**src/rtl/rem_pkg.sv**
```systemverilog
// Shared types and helpers for the 3-bit sign-magnitude remainder unit.
// Latency: n/a (types and pure functions only).
// Backpressure: n/a.
package rem_pkg;

  // Sign-magnitude operand: bit2 = sign, bits1:0 = magnitude 0..3
  typedef struct packed {
    logic       sign;
    logic [1:0] mag;
  } sm3_t;

  localparam logic [2:0] SM3_ZERO = 3'b000;

  // Collapse -0 onto +0 so a negative zero is never produced or propagated
  function automatic sm3_t sm3_canon(sm3_t v);
    sm3_t o;
    o = v;
    if (v.mag == 2'd0) o.sign = 1'b0;
    return o;
  endfunction

endpackage

```
**src/rtl/rem_mag_mod.sv**
```systemverilog
// Unsigned 2-bit modulo of magnitudes (ma % mb) with divide-by-zero detect.
// Latency: combinational, 0 cycles.
// Backpressure: none; pure function of its inputs.
module rem_mag_mod (
  input  logic [1:0] ma,
  input  logic [1:0] mb,
  output logic [1:0] rm,
  output logic       dz
);

  // Small enough to enumerate: divisor 1 always leaves 0, divisor 2 leaves
  // the LSB, divisor 3 leaves the dividend unless it is 3 itself.
  always_comb begin
    rm = 2'd0;
    dz = (mb == 2'd0);
    case (mb)
      2'd1:    rm = 2'd0;
      2'd2:    rm = {1'b0, ma[0]};
      2'd3:    rm = (ma == 2'd3) ? 2'd0 : ma;
      default: rm = 2'd0;
    endcase
  end

endmodule

```
**src/rtl/rem.sv**
```systemverilog
// Signed remainder R = A rem B (truncated: sign follows dividend) with flags.
// Latency: 1 cycle, out_valid is in_valid delayed; outputs hold when idle.
// Backpressure: none; a new operand pair is accepted every cycle.
module rem
  import rem_pkg::*;
(
  input  logic clk,
  input  logic rst,
  input  logic in_valid,
  input  logic A2,
  input  logic A1,
  input  logic A0,
  input  logic B2,
  input  logic B1,
  input  logic B0,
  output logic out_valid,
  output logic R2,
  output logic R1,
  output logic R0,
  output logic ZF,
  output logic EF,
  output logic OF,
  output logic DZF
);

  sm3_t       a_in;
  sm3_t       a_c;
  sm3_t       r_raw;
  sm3_t       r_d;
  sm3_t       r_q;
  logic [1:0] rm;
  logic       dz;
  logic       vld_q;
  logic       zf_q;
  logic       ef_q;
  logic       of_q;
  logic       dzf_q;

  // The divisor sign has no effect on a truncated remainder
  logic unused_b_sign;
  assign unused_b_sign = B2;

  assign a_in = {A2, A1, A0};
  assign a_c  = sm3_canon(a_in);

  rem_mag_mod u_mag_mod (
    .ma (a_c.mag),
    .mb ({B1, B0}),
    .rm (rm),
    .dz (dz)
  );

  // Attach the dividend sign to the magnitude remainder; zero stays +0
  always_comb begin
    r_raw.sign = a_c.sign;
    r_raw.mag  = rm;
    r_d        = sm3_canon(r_raw);
    if (dz) r_d = sm3_t'(SM3_ZERO);
  end

  // Result and flag registers; load only on a valid operand pair
  always_ff @(posedge clk) begin
    if (rst) begin
      vld_q <= 1'b0;
      r_q   <= sm3_t'(SM3_ZERO);
      zf_q  <= 1'b0;
      ef_q  <= 1'b0;
      of_q  <= 1'b0;
      dzf_q <= 1'b0;
    end else begin
      vld_q <= in_valid;
      if (in_valid) begin
        r_q   <= r_d;
        zf_q  <= (r_d.mag == 2'd0);
        ef_q  <= ~r_d.mag[0];
        of_q  <= r_d.mag[0];
        dzf_q <= dz;
      end
    end
  end

  assign out_valid = vld_q;
  assign R2        = r_q.sign;
  assign R1        = r_q.mag[1];
  assign R0        = r_q.mag[0];
  assign ZF        = zf_q;
  assign EF        = ef_q;
  assign OF        = of_q;
  assign DZF       = dzf_q;

endmodule

```
**config.mk**
```make
export PLATFORM = sky130hd
export DESIGN_NAME = rem
export DESIGN_NICKNAME = d
export VERILOG_FILES = /design/src/rtl/rem_pkg.sv /design/src/rtl/rem_mag_mod.sv /design/src/rtl/rem.sv
export SDC_FILE = /design/constraint.sdc
export NUM_CORES = 1
export LEC_CHECK = 0
export CAP_MARGIN = 20
export CORE_AREA = 2 2 39 41
export DETAILED_ROUTE_END_ITERATION = 8
export DIE_AREA = 0 0 41 43
export GPL_ROUTABILITY_DRIVEN = 0
export PLACE_DENSITY = 0.56
export SLEW_MARGIN = 40
export SYNTH_ARGS = -nofsm -noshare
export SYNTH_HDL_FRONTEND = slang
export SYNTH_HIERARCHICAL = 1
export SYNTH_SLANG_ARGS = --single-unit
```
**constraint.sdc**
```tcl
create_clock -name clk -period 0.8 [get_ports clk]
set_input_delay 0.16 -clock clk [delete_from_list [all_inputs] [get_ports clk]]
set_output_delay 0.16 -clock clk [all_outputs]
set_load 0.01 [all_outputs]
```
==> flow_summary_export.csv <==
group,metric,value,unit
outcome,violations,"negative setup slack",
setup_path,cp_slowest_cell,"dfxtp_2",
setup_path,crit_path_end_kind,"output pin",
routing,drt-initial-drc-count,3,
routing,viasPerCell,4.31,
clock_tree,cts_root_buffer,"clkbuf_4",
routing,wl_per_cell,9.79,um
clock_tree,cts_buffers,3,
floorplan,io_pins,17,
run,drv_cap,0,
setup_path,reg2reg_slack,-0.04,ns
floorplan,core_region_area,1380,sq um
routing,drc,0,
logic_synthesis,syn_area,304,sq um
sta,whs,0.325,ns
clock_tree,hold_buffers,0,
hold_path,whs_path_depth,4,
global_route,antenna_found_initial,0,
place,dp.cells,67,
routing,routed_wl,705,um
sta,drv_slew,0,
sta,fin_skew,0,ns
clock_tree,cts_tree,"yes",
clock_tree,clk_pin_slew,0.05,ns
hold_path,hold_class,"input port to flip-flop",
global_route,grt_pass1_vias,288,
finish,fill_cells,144,
place,place_ws,-0.595,ns
logic_synthesis,synth.distinct_cells,19,
routing,dr_total_vias,310,
finish,layout.nets,66,
clock_tree,clockBufferDepth,2,
sta,max_freq,1160,MHz
setup_path,crit_required,0.64,ns
setup_path,cp-start-kind,"flip-flop",
global_route,grtUsageTotal,0.107,
setup_path,arrival,0.70,ns
sta,hold_viol,0,
sta,fin_crit,0.865,ns
logic_synthesis,syn-instance-count,30,
finish,drive_above_1_share,0.679,
global_route,grt_start_max_net_pins,9,
floorplan,die_area,1760,sq um
setup_path,critPathMaxFanout,3,
sta,timing.final.crit_share,1.08,
finish,fin_cells,72,
routing,met3_length,51,um
hold_path,whs_endpoint,"R2",
power,power_density,1470,nW/um^2
clock_tree,insertion_delay,0.25,ns
power,power,0.000868,W
setup_path,critPathMaxStageDelay,0.35,ns
logic_synthesis,synth_edf_count,0,
setup_path,r2r-start,"R2",
finish,antenna_cells,0,
power,power_leakage,0.273,nW
setup_path,critPathBufInv,1,
sta,slew_headroom,0.859,
sta,setup_violations,9,
outcome,status,"finished with violations",
setup_path,worstPathCellList,"buf_6",
routing,detail-route-antenna-nets,0,
global_route,grt_pass1_wl,1170,um
setup_path,reg2regPathDepth,2,
routing,topRoutingLayerUsed,"met3",
floorplan,start_util,0.220,
clock_tree,cts_max_level,1,
global_route,grt-ovfl-total,0,
clock_tree,cts.sinks,7,
place,port_buffers,15,
setup_path,cpLargestDelayFamily,"flip-flops",
logic_synthesis,synth-main-ff-cell,"dfxtp_1",
setup_path,crit_type,"flip-flop to output pin",
logic_synthesis,ys_seq_area_frac,0.461,
place,hpwl,504,um
power,irDropWorstVdd,0.705,mV
hold_path,min_from,"A0",
logic_synthesis,postSynthAreaPerCell,10.1,sq um
logic_synthesis,synth_seq_cells,7,
sta,rsz0062_at_grt,"true",
finish,area.growth.synth_to_final,94.7,%
routing,first_pass_iters,4,
floorplan,chipWidth,41,um
logic_synthesis,synthArstFlopShare,0,
routing,wl_met2,319,um
sta,tightest_slew,0.209,ns
logic_synthesis,yosysWarnings,6,
setup_path,regToRegEndpoint,"R2",
routing,drt-met1-wl,334,um
floorplan,rows,14,
floorplan,die_h,43,um
logic_synthesis,synth_nets,39,
sta,setup_ws,-0.0646,ns
Yosys cell counts, types with 2 or more instances:
library cell  instances  area share
dfxtp_1               7        0.46
nor2_1                3       0.037
a21oi_1               2       0.033
nand2b_1              2       0.041
nand3b_1              2       0.049
placed cells by master (no fill, tap or decap):
cell type | synthesis | layout
buf_6 | 1 | 9
buf_4 | 1 | 8
dfxtp_2 | 0 | 7
clkbuf_4 | 0 | 3
dlygate4sd2_1 | 0 | 3
nor2_2 | 0 | 2
nand3b_1 | 2 | 2
nand2b_1 | 2 | 2
buf_2 | 0 | 2
or2b_1 | 1 | 1
inv_1 | 1 | 1
o221a_4 | 0 | 1
o211a_1 | 1 | 1
a21oi_1 | 2 | 1
mux2i_1 | 1 | 1
nor2_1 | 3 | 1
o211ai_1 | 1 | 1
or3b_1 | 1 | 1
o41ai_2 | 0 | 1
a21oi_2 | 0 | 1
nor2b_1 | 1 | 1
clkbuf_1 | 0 | 1
clkbuf_2 | 0 | 1
clkdlybuf4s15_1 | 0 | 1
nand2_2 | 0 | 1
nor3b_4 | 0 | 1
and3_4 | 0 | 1
final cells by class:
| class | count | area, sq um | area share |
|---|---|---|---|
| clock buffers | 4 | 26.3 | 0.0444 |
| inverters | 1 | 3.75 | 0.00634 |
| multi-input cells | 20 | 180 | 0.304 |
| flip-flops and latches | 7 | 149 | 0.252 |
| well taps | 16 | 20.0 | 0.0338 |
| repair buffers | 24 | 213 | 0.359 |
state kept, by name, indices dropped and copies added, names as in the netlist:
register / count
R2: 1
DZF: 1
out_valid: 1
EF: 1
ZF: 1
R0: 1
R1: 1
timing repair:
action | 4_1_cts | 5_1_grt
buffers inserted | 0 | 1
setup endpoints to repair | 14 | 11
pin swaps | 4 | 4
resized for setup | 56 | 15
kinds of logic (layout without fill, tap and decap cells):
| kind of cell | Yosys count | after routing | share of synthesized area |
|---|---|---|---|
| mux | 1 | 1 | 0.0329 |
| compound gates | 6 | 6 | 0.156 |
| flops | 7 | 7 | 0.461 |
| buf+inv | 3 | 29 | 0.0741 |
| simple gates | 13 | 13 | 0.276 |
worst max path at each step:
stage	startpoint	to	slack (ns)	cells past startpoint
global placement	B0	R2	-0.57	5
global route	R0	R0	-0.1	1
finish	R0	R0	-0.06	1
detailed placement	A1	R2	-0.60	5
floorplan	R2	R2	-0.02	2
CTS	R0	R0	-0.08	1
power by group:
part	internal [W]	switching, W	leakage, nW
combinational	0.000105	0.0000645	0.198
clock	0.000190	0.000129	0.0150
sequential	0.000368	0.0000110	0.0601
stage by stage:
step	util	cell area [sq um]	TNS [ns]
final	0.428	592	-0.398
after global routing	0.428	592	-0.677
after CTS	0.395	547	-0.524
after detailed placement	0.373	517	-4.78
after global placement	0.373	517	-4.72
after floorplan	-	305	-0.0200
per-layer routing:
layer  global-route usage  vias to the layer above
li1                     -                      158
met2                0.125                       13
met1                0.136                      139
met3               0.0785                        0
met5                    0                        -
met4               0.0600                        0
No activity file was read; power rests on OpenSTA's default activity.
